[src/rtl/stepper_sequencer.sv]
// Command-driven unipolar stepper sequencer: runs the external delay counter handshake per step,
// advances the coil phase and tracks position. Define STEPPER_HALF_STEP_EN for the 8-entry half-step table.
module stepper_sequencer #(
    parameter int unsigned POS_W = 16
) (
    input  logic             clk,
    input  logic             reset_n,
    input  logic             cmd_valid,
    output logic             cmd_ready,
    input  logic             cmd_dir,
    input  logic [15:0]      cmd_steps,
    input  logic [7:0]       cmd_delay,
    input  logic             abort,
    input  logic             hold_en,
    output logic             dly_start,
    output logic             dly_enable,
    output logic [7:0]       dly_delay,
    input  logic             dly_done,
    output logic [3:0]       coil,
    output logic             busy,
    output logic             move_done,
    output logic             move_aborted,
    output logic [POS_W-1:0] position
);

    localparam int unsigned STEPS_W = 16;
    localparam int unsigned DLY_W   = 8;
    localparam int unsigned COIL_W  = 4;
`ifdef STEPPER_HALF_STEP_EN
    localparam int unsigned PH_W    = 3;
`else
    localparam int unsigned PH_W    = 2;
`endif

    typedef enum logic [2:0] {
        S_IDLE,
        S_LOAD,
        S_WAIT,
        S_STEP,
        S_DONE
    } state_t;

    state_t              state, state_next;
    logic                dir_q, dir_d;
    logic [STEPS_W-1:0]  remaining, remaining_d;
    logic [PH_W-1:0]     phase, phase_d;
    logic [POS_W-1:0]    position_d;
    logic [DLY_W-1:0]    dly_delay_d;
    logic [COIL_W-1:0]   coil_d;
    logic                cmd_ready_d, busy_d, dly_start_d, dly_enable_d;
    logic                move_done_d, move_aborted_d;
    logic                accept, do_step, abort_hit;

    // Coil pattern for a phase index
    function automatic logic [COIL_W-1:0] phase_pattern(input logic [PH_W-1:0] ph);
`ifdef STEPPER_HALF_STEP_EN
        case (ph)
            3'd0:    phase_pattern = 4'b0001;
            3'd1:    phase_pattern = 4'b0011;
            3'd2:    phase_pattern = 4'b0010;
            3'd3:    phase_pattern = 4'b0110;
            3'd4:    phase_pattern = 4'b0100;
            3'd5:    phase_pattern = 4'b1100;
            3'd6:    phase_pattern = 4'b1000;
            default: phase_pattern = 4'b1001;
        endcase
`else
        case (ph)
            2'd0:    phase_pattern = 4'b0011;
            2'd1:    phase_pattern = 4'b0110;
            2'd2:    phase_pattern = 4'b1100;
            default: phase_pattern = 4'b1001;
        endcase
`endif
    endfunction

    // State, datapath and output registers
    always_ff @(posedge clk) begin
        if (!reset_n) begin
            state        <= S_IDLE;
            dir_q        <= 1'b0;
            remaining    <= '0;
            phase        <= '0;
            position     <= '0;
            dly_delay    <= '0;
            coil         <= '0;
            cmd_ready    <= 1'b1;
            busy         <= 1'b0;
            dly_start    <= 1'b0;
            dly_enable   <= 1'b0;
            move_done    <= 1'b0;
            move_aborted <= 1'b0;
        end else begin
            state        <= state_next;
            dir_q        <= dir_d;
            remaining    <= remaining_d;
            phase        <= phase_d;
            position     <= position_d;
            dly_delay    <= dly_delay_d;
            coil         <= coil_d;
            cmd_ready    <= cmd_ready_d;
            busy         <= busy_d;
            dly_start    <= dly_start_d;
            dly_enable   <= dly_enable_d;
            move_done    <= move_done_d;
            move_aborted <= move_aborted_d;
        end
    end

    assign abort_hit = abort && (state != S_IDLE);

    // Next-state logic; abort outside IDLE overrides everything
    always_comb begin
        state_next = state;
        case (state)
            S_IDLE:  if (cmd_valid && (cmd_steps != '0)) state_next = S_LOAD;
            S_LOAD:  state_next = S_WAIT;
            S_WAIT:  if (dly_done) state_next = S_STEP;
            S_STEP:  state_next = (remaining == STEPS_W'(1)) ? S_DONE : S_LOAD;
            S_DONE:  state_next = S_IDLE;
            default: state_next = S_IDLE;
        endcase
        if (abort_hit) state_next = S_IDLE;
    end

    // Datapath and registered-output next values, decoded from the next state
    always_comb begin
        dir_d       = dir_q;
        remaining_d = remaining;
        phase_d     = phase;
        position_d  = position;
        dly_delay_d = dly_delay;
        accept      = (state == S_IDLE) && cmd_valid;
        do_step     = (state == S_STEP) && !abort;

        if (accept) begin
            dir_d       = cmd_dir;
            remaining_d = cmd_steps;
            dly_delay_d = cmd_delay;
        end
        if (do_step) begin
            remaining_d = remaining - STEPS_W'(1);
            phase_d     = dir_q ? phase + PH_W'(1) : phase - PH_W'(1);
            position_d  = dir_q ? position + POS_W'(1) : position - POS_W'(1);
        end
        if (abort_hit) remaining_d = '0;

        cmd_ready_d    = (state_next == S_IDLE);
        busy_d         = (state_next != S_IDLE);
        dly_start_d    = (state_next == S_LOAD);
        dly_enable_d   = (state_next == S_WAIT);
        move_done_d    = (state_next == S_DONE) || (accept && (cmd_steps == '0));
        move_aborted_d = abort_hit;
        coil_d         = ((state_next != S_IDLE) || hold_en) ? phase_pattern(phase_d) : '0;
    end

endmodule

[config.mk]
export PLATFORM = sky130hd
export DESIGN_NAME = stepper_sequencer
export DESIGN_NICKNAME = d
export VERILOG_FILES = /design/src/rtl/stepper_sequencer.sv
export SDC_FILE = /design/constraint.sdc
export NUM_CORES = 1
export LEC_CHECK = 0
export ABC_AREA = 1
export CAP_MARGIN = 30
export CORE_MARGIN = 1
export CORE_UTILIZATION = 53
export DETAILED_ROUTE_END_ITERATION = 12
export GPL_TIMING_DRIVEN = 0
export PLACE_DENSITY = 0.93
export SLEW_MARGIN = 30
export SYNTH_ARGS = -nofsm -noshare
export SYNTH_HDL_FRONTEND = slang
export SYNTH_SLANG_ARGS = --single-unit
[constraint.sdc]
create_clock -name clk -period 2.45 [get_ports clk]
set_input_delay 0.245 -clock clk [delete_from_list [all_inputs] [get_ports clk]]
set_output_delay 0.245 -clock clk [all_outputs]
set_load 0.02 [all_outputs]
Word-level counts from Yosys, hierarchy flattened:

Cells that the tools add are included.

* reduce and logical (&&, ||, !) cells: 18
* bitwise operators: 1
* equal/unequal tests: 9
* add/sub/neg operators: 5
* muxes and demuxes: 11

Operator list (number)
* $mux 16: 3
* $sub 16x1->16 const B: 2
* $add 16x1->16 const B: 1
* $eq 16x1->1 const B: 1
* $logic_not 16->1: 1
* $reduce_bool 16->1: 1
* $mux 3: 4
* $pmux 3 s4: 1
* $pmux 4 s3: 1
* $eq 3x2->1 const B: 3
* $eq 3x1->1 const B: 2
* $logic_not 3->1: 2
* $reduce_bool 3->1: 2
* $logic_and 1x1->1: 5
* $mux 2: 2
* $eq 3x3->1 const B: 1
* $add 2x1->2 const B: 1
* $eq 2x1->1 const B: 1
* $eq 2x2->1 const B: 1
* $logic_not 2->1: 1
* $logic_or 1x1->1: 2
* $reduce_and 2->1: 1
* $reduce_bool 2->1: 1
* $reduce_or 2->1: 1
* 3 further kinds: 3

* input bits: 31
* register bits after elaboration: 56
* output and inout port bits: 34

Logic depth before layout (Yosys ltp):

* depth in word-level cells: 8
* depth in mapped cells: 12
* gate-level depth less buffers: 12

Worst setup path after synthesis:

Ideal clock, no wire load.

* path type: reg-to-reg
* from: register dir_q
* to: register position[9]
* arrival: 1.739 ns
* clock period less this slack: 1.848 ns
* buffers on the path: 0
* cell stages (with the launch flop): 13
* path slack: 0.602 ns
* cell sequence: dfxtp_1 -> inv_1 -> ha_1 -> nand2_2 -> inv_1 -> a21oi_1 -> nand2_2 -> a21oi_1 -> inv_1 -> nand2_1 -> nand3_1 -> nand2_1 -> inv_1

* cells in the longest elaborated chain, start to end: 1

Ends and longest elaborated chain
* start, declared: RTL line 44 `logic dir_q, dir_d;`
* start signal, assigned: RTL line 95 `dir_q <= dir_d;`
* $mux 16: RTL line 144 `position_d = dir_q ? position + POS_W'(1) : position - POS_W'(1);`
* end signal, assigned: RTL line 98 `position <= position_d;`
* end, declared: RTL line 23 `output logic [POS_W-1:0] position`

Every way passes these cells.
A chain may end at the register's enable or synchronous reset.

Worst setup path in the final report:

Same ends and word-level chain as after synthesis.

==> implementation parameters <==
Parameter                              Value

Placed design
  Routability congestion estimate from global placement ... 0.9441
  Number of placed instances, taps included ... 663
  Worst slack at placement ... 0.2262 ns
  Count of buffers from port buffering ... 63
  Half-perimeter wire length after placement ... 6689 µm

GRT
  Vias in the first global route ... 3,309
  Grt total ovfl ... 0
  Largest net degree at the start of global routing ... 20
  Total global-route track usage ... 26.93%
  Number of antenna violations at the first check in global routing ... 0
  Global-route wire length before repair ... 14,190 µm

Yosys
  Area fraction of the dominant cell type after synthesis ... 32.52%
  Count leader, synth ... nand2_1
  Synthesized netlist net count ... 575
  Library cell occupying the most area in the post-synthesis netlist ... dfxtp_1
  Number of cells produced by synthesis ... 523
  Dominant synthesized flop cell ... dfxtp_1
  Async SR Flop Fraction ... 0%
  Summed instance area of the synthesized netlist ... 3447 µm²
  Share of synthesized area occupied by flip-flops and latches ... 32.52%
  Most numerous cell types in the synthesized netlist ... nand2_1, inv_1, nor2_1, dfxtp_1, a21oi_1
  Synthesized area divided by synthesized cell count ... 6.591 µm²
  Dominant cells by area after synthesis ... dfxtp_1, nand2_1, inv_1, nor2_1, ha_1
  Post-synth EDFFs ... 0
  Yosys warnings ... 0
  Synth unique cells ... 40
  FF+latch count, synth ... 56

Cells and area
  Final cell count without fillers ... 671
  Number of antenna repair diodes ... 0
  Final core utilization ... 67.60%
  Share of final-layout standard cells stronger than drive strength 1 ... 6.734%
  Fillers ... 524
  Layout Nets ... 645
  Area Overhead vs Synth ... 23.81%

Route
  Initial detailed-routing violation count ... 237
  First-pass iteration count of the detailed router ... 5
  Antenna viol nets, final ... 0
  Post-detailed-route wirelength per cell ... 13.13 µm
  Avg Vias per Cell ... 5.329
  DRC violation count after routing ... 0
  Number of vias after detailed routing ... 3,576
  Post-detailed-routing wire length ... 8813 µm

Min path
  Class of the tightest hold or removal check ... in -> reg
  Hold Path Cell Cnt ... 3

CTS
  Clock transition time at the flip-flop clock pins of the worst setup and hold paths ... 0.11 ns
  Worst-case clock buffer depth ... 2
  Count of hold-fix buffers inserted at cts ... 0
  Sinks on the clock net ... 56
  Total CTS buffers ... 5
  Root buffer cell ... clkbuf_8
  Clock insertion delay at the later pin of the skew report ... 0.31 ns
  TritonCTS clock tree ... built
  # Post-CTS Setup Buffers ... 0
  Resized Gates After CTS ... 0
  Count of H-tree levels built during CTS ... 2

Pwr
  Switching power summed over all nets ... 0.6893 mW
  Power density over the cells ... 486.7 nW/µm²
  Sum of internal, switching and leakage power ... 2.077 mW
  Worst VDD drop ... 345.5 µV
  Cell Int Power ... 1.388 mW
  Static Leak ... 2.114 nW
  Relative contribution of the clock network to total power ... 25.8%
  Share of total power in sequential cells ... 47.7%
  Combinational share of power ... 26.5%
  Switching part of the total ... 33.19%

Floorplanning
  DIE WIDTH ... 82.65 µm
  Area of the die ... 6830 µm²
  Std-Cell Rows ... 29
  I/O pin count ... 65
  Starting density of the core ... 54.60%
  Core outline area ... 6314 µm²
  Die Y-Extent ... 82.65 µm

Worst setup path
  Type of origin of the critical path ... flip-flop
  Crit Path Category ... reg -> reg
  Reg2reg end ... position[9]
  Source of the worst register-to-register timing path ... dir_q
  Crit path DAT ... 2.52 ns
  CP Launch Point ... dir_q
  Depth of the worst register-to-register path ... 12
  Critical Path Sink Type ... flip-flop
  Worst Path Max Fanout ... 16
  Required time of the critical path ... 2.68 ns
  Flop2flop setup slack ... 0.16 ns
  End point of the critical path ... position[9]

Timing
  Number of failing hold endpoints at the final stage ... 0
  Max-slew violation count ... 0
  Final-report setup violation count ... 0
  Fmax ... 0.4367 GHz
  Setup clock skew after layout ... 0.006161 ns
  Setup slack after layout ... 0.1600 ns
  Time the worst path needs with I/O delays and setup ... 2.290 ns
  Slew Limit Headroom ... 59.87%
  Ratio of final minimum period to clock period ... 93.47%
  Transition at the pin with the smallest max-transition slack ... 0.6013 ns
  Setup repair after global routing missed its margin ... no
  Final sum of negative setup slack ... 0 ns

Status
  Status ... completed

Run
  Max-cap violations ... 0
final cells by class:
class / instances / area, µm² / area share (%)
buffer: 13 / 78.83 / 1.847
inverter: 77 / 289.0 / 6.772
clock inverter: 3 / 25.02 / 0.5863
timing repair buffer: 63 / 630.6 / 14.78
clock buffer: 5 / 68.82 / 1.612
sequential: 56 / 1121 / 26.27
tap: 77 / 96.34 / 2.257
multi-input combinational: 377 / 1958 / 45.88
flip-flops by register name (all words and copies together) (netlist names), 2 cells and up:
signal and flops:
phase 2, coil 4, dly_delay 8, state 3, remaining 16, position 16
power by group through the flow:
stage | registers, mW | logic [mW] | clock network, mW
after floorplan | 1.03 | 0.344 | 0
after CTS | 0.989 | 0.546 | 0.548
after detailed placement | 1.01 | 0.542 | 0
final | 0.990 | 0.551 | 0.536
after global routing | 0.995 | 0.612 | 0.572
after global placement | 1.01 | 0.524 | 0
cell usage in the layout, fill, tap and decap left out, types with 4 or more instances in the layout:
cell	count
xnor2_1	5
nor2_1	72
a21oi_1	36
inv_1	73
ha_1	20
o22ai_1	4
clkbuf_8	5
nand4_1	5
dfxtp_1	56
nand3_1	23
nand2_1	138
nand2_2	6
nor2_2	4
a31oi_1	5
buf_2	6
o21ai_0	17
clkdlybuf4s50_1	63
xor2_1	11
worst min path at each step:
stage	from	end	slack (ns)
2_1_floorplan	cmd_delay[0]	dly_delay[0]	0.39
3_3_place_gp	dly_delay[1]	dly_delay[1]	0.45
3_5_place_dp	dly_delay[0]	dly_delay[0]	0.46
4_1_cts	reset_n	position[14]	0.26
5_1_grt	reset_n	position[14]	0.27
6_report	reset_n	position[0]	0.27
metal layers:
metal / global-route usage (%) / up-vias / wire (µm)
li1: - / 1781 / -
met1: 33.38 / 1654 / 3765
met2: 47.30 / 120 / 4377
met3: 4.176 / 21 / 516
met4: 8.793 / 0 / 153
met5: 0 / - / 0
per-stage QoR:
stage,hold WS (ns),instance area (µm²)
final,0.2722,4268
after global routing,0.2712,4268
after CTS,0.2612,4268
after detailed placement,0.4562,4174
after global placement,0.4522,4174
after floorplan,0.3878,3447
cells by family (layout without fill, tap and decap cells):
logic type	after synthesis	count (layout)	synth area share (%)
buffers and inverters	90	161	10.67
DFF	56	56	32.52
and+or+nand+nor	265	265	32.78
adders and majority gates	21	21	7.840
xor gates and xnor gates	16	16	4.065
AOI/OAI and AO/OA	75	75	12.12
worst max-delay path: stages, from the launching register on:
cell and delay (ns):
dfxtp_1 0.36, inv_1 0.46, ha_1 0.41, nand2_2 0.12
inv_1 0.05, a21oi_1 0.17, nand2_2 0.11, a21oi_1 0.21
inv_1 0.07, nand2_1 0.07, nand3_1 0.06, nand2_1 0.06
inv_1 0.03
Note: power is estimated with default switching activity, not from simulation.
==> edit, RTL diff (config.mk and constraints unchanged) <==
Set the parameter `POS_W` to 18 (it was 16).
--- a/src/rtl/stepper_sequencer.sv
+++ b/src/rtl/stepper_sequencer.sv
@@ -1,7 +1,7 @@
 // Command-driven unipolar stepper sequencer: runs the external delay counter handshake per step,
 // advances the coil phase and tracks position. Define STEPPER_HALF_STEP_EN for the 8-entry half-step table.
 module stepper_sequencer #(
-    parameter int unsigned POS_W = 16
+    parameter int unsigned POS_W = 18
 ) (
     input  logic             clk,
     input  logic             reset_n,
Interface: changed (resized position); port bits go from 65 to 67. No check against the original RTL was run, so the function may have changed too.
==> edit against the unedited design <==
The run now ends with design-rule violations left. Combinational power up 56%. Synthesized cell count up 2.7%. Maximum frequency down 1.8%. Setup slack worse by 0.041 ns. Area after synthesis up 3.7%. Total power up 49%. Worst hold slack better by 0.18 ns. First-iteration DRC count up 51%. Via count up 9.9%. Sequential cell count up 2. Largest cell class unchanged. Wire length up 11%. Final area up 8.1%.
==> edit: results (changes against the unedited design) <==
- The worst-case setup slack after placement is 0.0450 ns (was 0.226 ns).
- The number of nets in the synthesized netlist is 591 (was 575).
- The leakage power figure is 2.28 nW (was 2.11 nW).
- Status: finished with violations (was completed).
- The detailed router's first-iteration violation count is 359 (was 237).
- The clock skew is 0.0102 ns (was 0.00616 ns).
- The post-detailed-routing wire length came to 9810 um (was 8810 um).
- The checks that failed: design-rule violations.
- The cell area after placement is 4330 um^2 (was 4170 um^2).
- The final hold slack is 0.448 ns (was 0.272 ns).
- The number of nets in the layout came to 671 (was 645).
- The number of global-route vias before repair is 3520 (was 3309).
- The count of input and output buffers was 66 (was 63).
- The arrival time reported for the critical path endpoint is 2.58 ns (was 2.52 ns).
- The share of post-route cells with drive strength above 1 is 6.60% (was 6.73%).
- The share of synthesized area occupied by flip-flops and latches is 32.5% (about the same).
- The number of placed cells counting well taps is 680 (was 663).
- The minimum clock period is 2.33 ns (was 2.29 ns).
- The detailed-routing iteration count for the pre-antenna-repair pass is 9 (was 5).
- The slowest cell on the critical path was sky130_fd_sc_hd__dfxtp_1 (was sky130_fd_sc_hd__inv_1).
- Top flop regs: position x18, remaining x16, dly_delay x8 (was position x16, remaining x16, dly_delay x8).
- The complex-gate fraction of the synthesized area is 14.6% (was 12.1%).
- The top fanout value on the critical path is 11 (was 16).
- The final non-filler cell total is 698 (was 671).
- The DRC violations left is 14 (was 0).
- The worst-case vdd ir drop was 0.424 mV (was 0.346 mV).
- The routability-driven placement congestion ratio is 0.967 (was 0.944).
- The number of unique standard cell types used by synthesis was 39 (was 40).
- The number of buffers added by the clock tree synthesis step was 9 (was 5).
- The estimated wirelength of the detail-placed design is 7030 um (was 6690 um).
- Synth top cells by count: sky130_fd_sc_hd__nand2_1, sky130_fd_sc_hd__nor2_1, sky130_fd_sc_hd__inv_1, sky130_fd_sc_hd__dfxtp_1, sky130_fd_sc_hd__a21oi_1 (was sky130_fd_sc_hd__nand2_1, sky130_fd_sc_hd__inv_1, sky130_fd_sc_hd__nor2_1, sky130_fd_sc_hd__dfxtp_1, sky130_fd_sc_hd__a21oi_1).
- The clock input transition at the sequential cells of the worst setup and hold paths is 0.07 ns (was 0.11 ns).
edit: cell types whose count changed after synthesis, sizes merged, moves of 3 or more:
cell	change
inv	+5
nand2	-24
nand3	+9
nand3b	+3
nor2	+6
o21ai	+5
o21bai	+5
edit: where the power goes:
group	switching (mW)	internal (mW)	total, mW
combinational	0.528	0.332	0.859
clock	0.404	0.769	1.17
sequential	0.0518	1.01	1.06
total	0.984	2.11	3.10
edit: path summary, 6_finish.rpt:
path                                           startpoint                        end
worst max-delay path                   dir_q$_SDFFE_PN0P_  position[15]$_SDFFE_PN0P_
worst max register to register         dir_q$_SDFFE_PN0P_  position[15]$_SDFFE_PN0P_
worst min-delay path                         cmd_delay[3]  dly_delay[3]$_SDFFE_PN0P_
worst min register to register  dly_delay[4]$_SDFFE_PN0P_  dly_delay[4]$_SDFFE_PN0P_
edit: cell type report:
cell class | instances | area, um^2 | area share (%)
repair buffers | 69 | 683 | 14.8
plain buffers | 13 | 86.3 | 1.87
multi-input cells | 385 | 2020 | 43.9
clock inverters | 6 | 130 | 2.82
inverters | 81 | 308 | 6.67
well taps | 77 | 96.3 | 2.09
flip-flops and latches | 58 | 1160 | 25.2
clock buffers | 9 | 124 | 2.69
edit: routing by layer:
layer | up-vias | GRT usage, % | share of wire, %
met5 | - | 0 | 0
met2 | 251 | 47.5 | 47
li1 | 1878 | - | -
met4 | 0 | 14.1 | 3.4
met1 | 1757 | 34.2 | 40
met3 | 45 | 6.88 | 9.9
edit: timing repair:
item,4_1_cts,5_1_grt
gates resized for setup,0,1
endpoints found under the setup margin,0,6
setup buffers,0,3
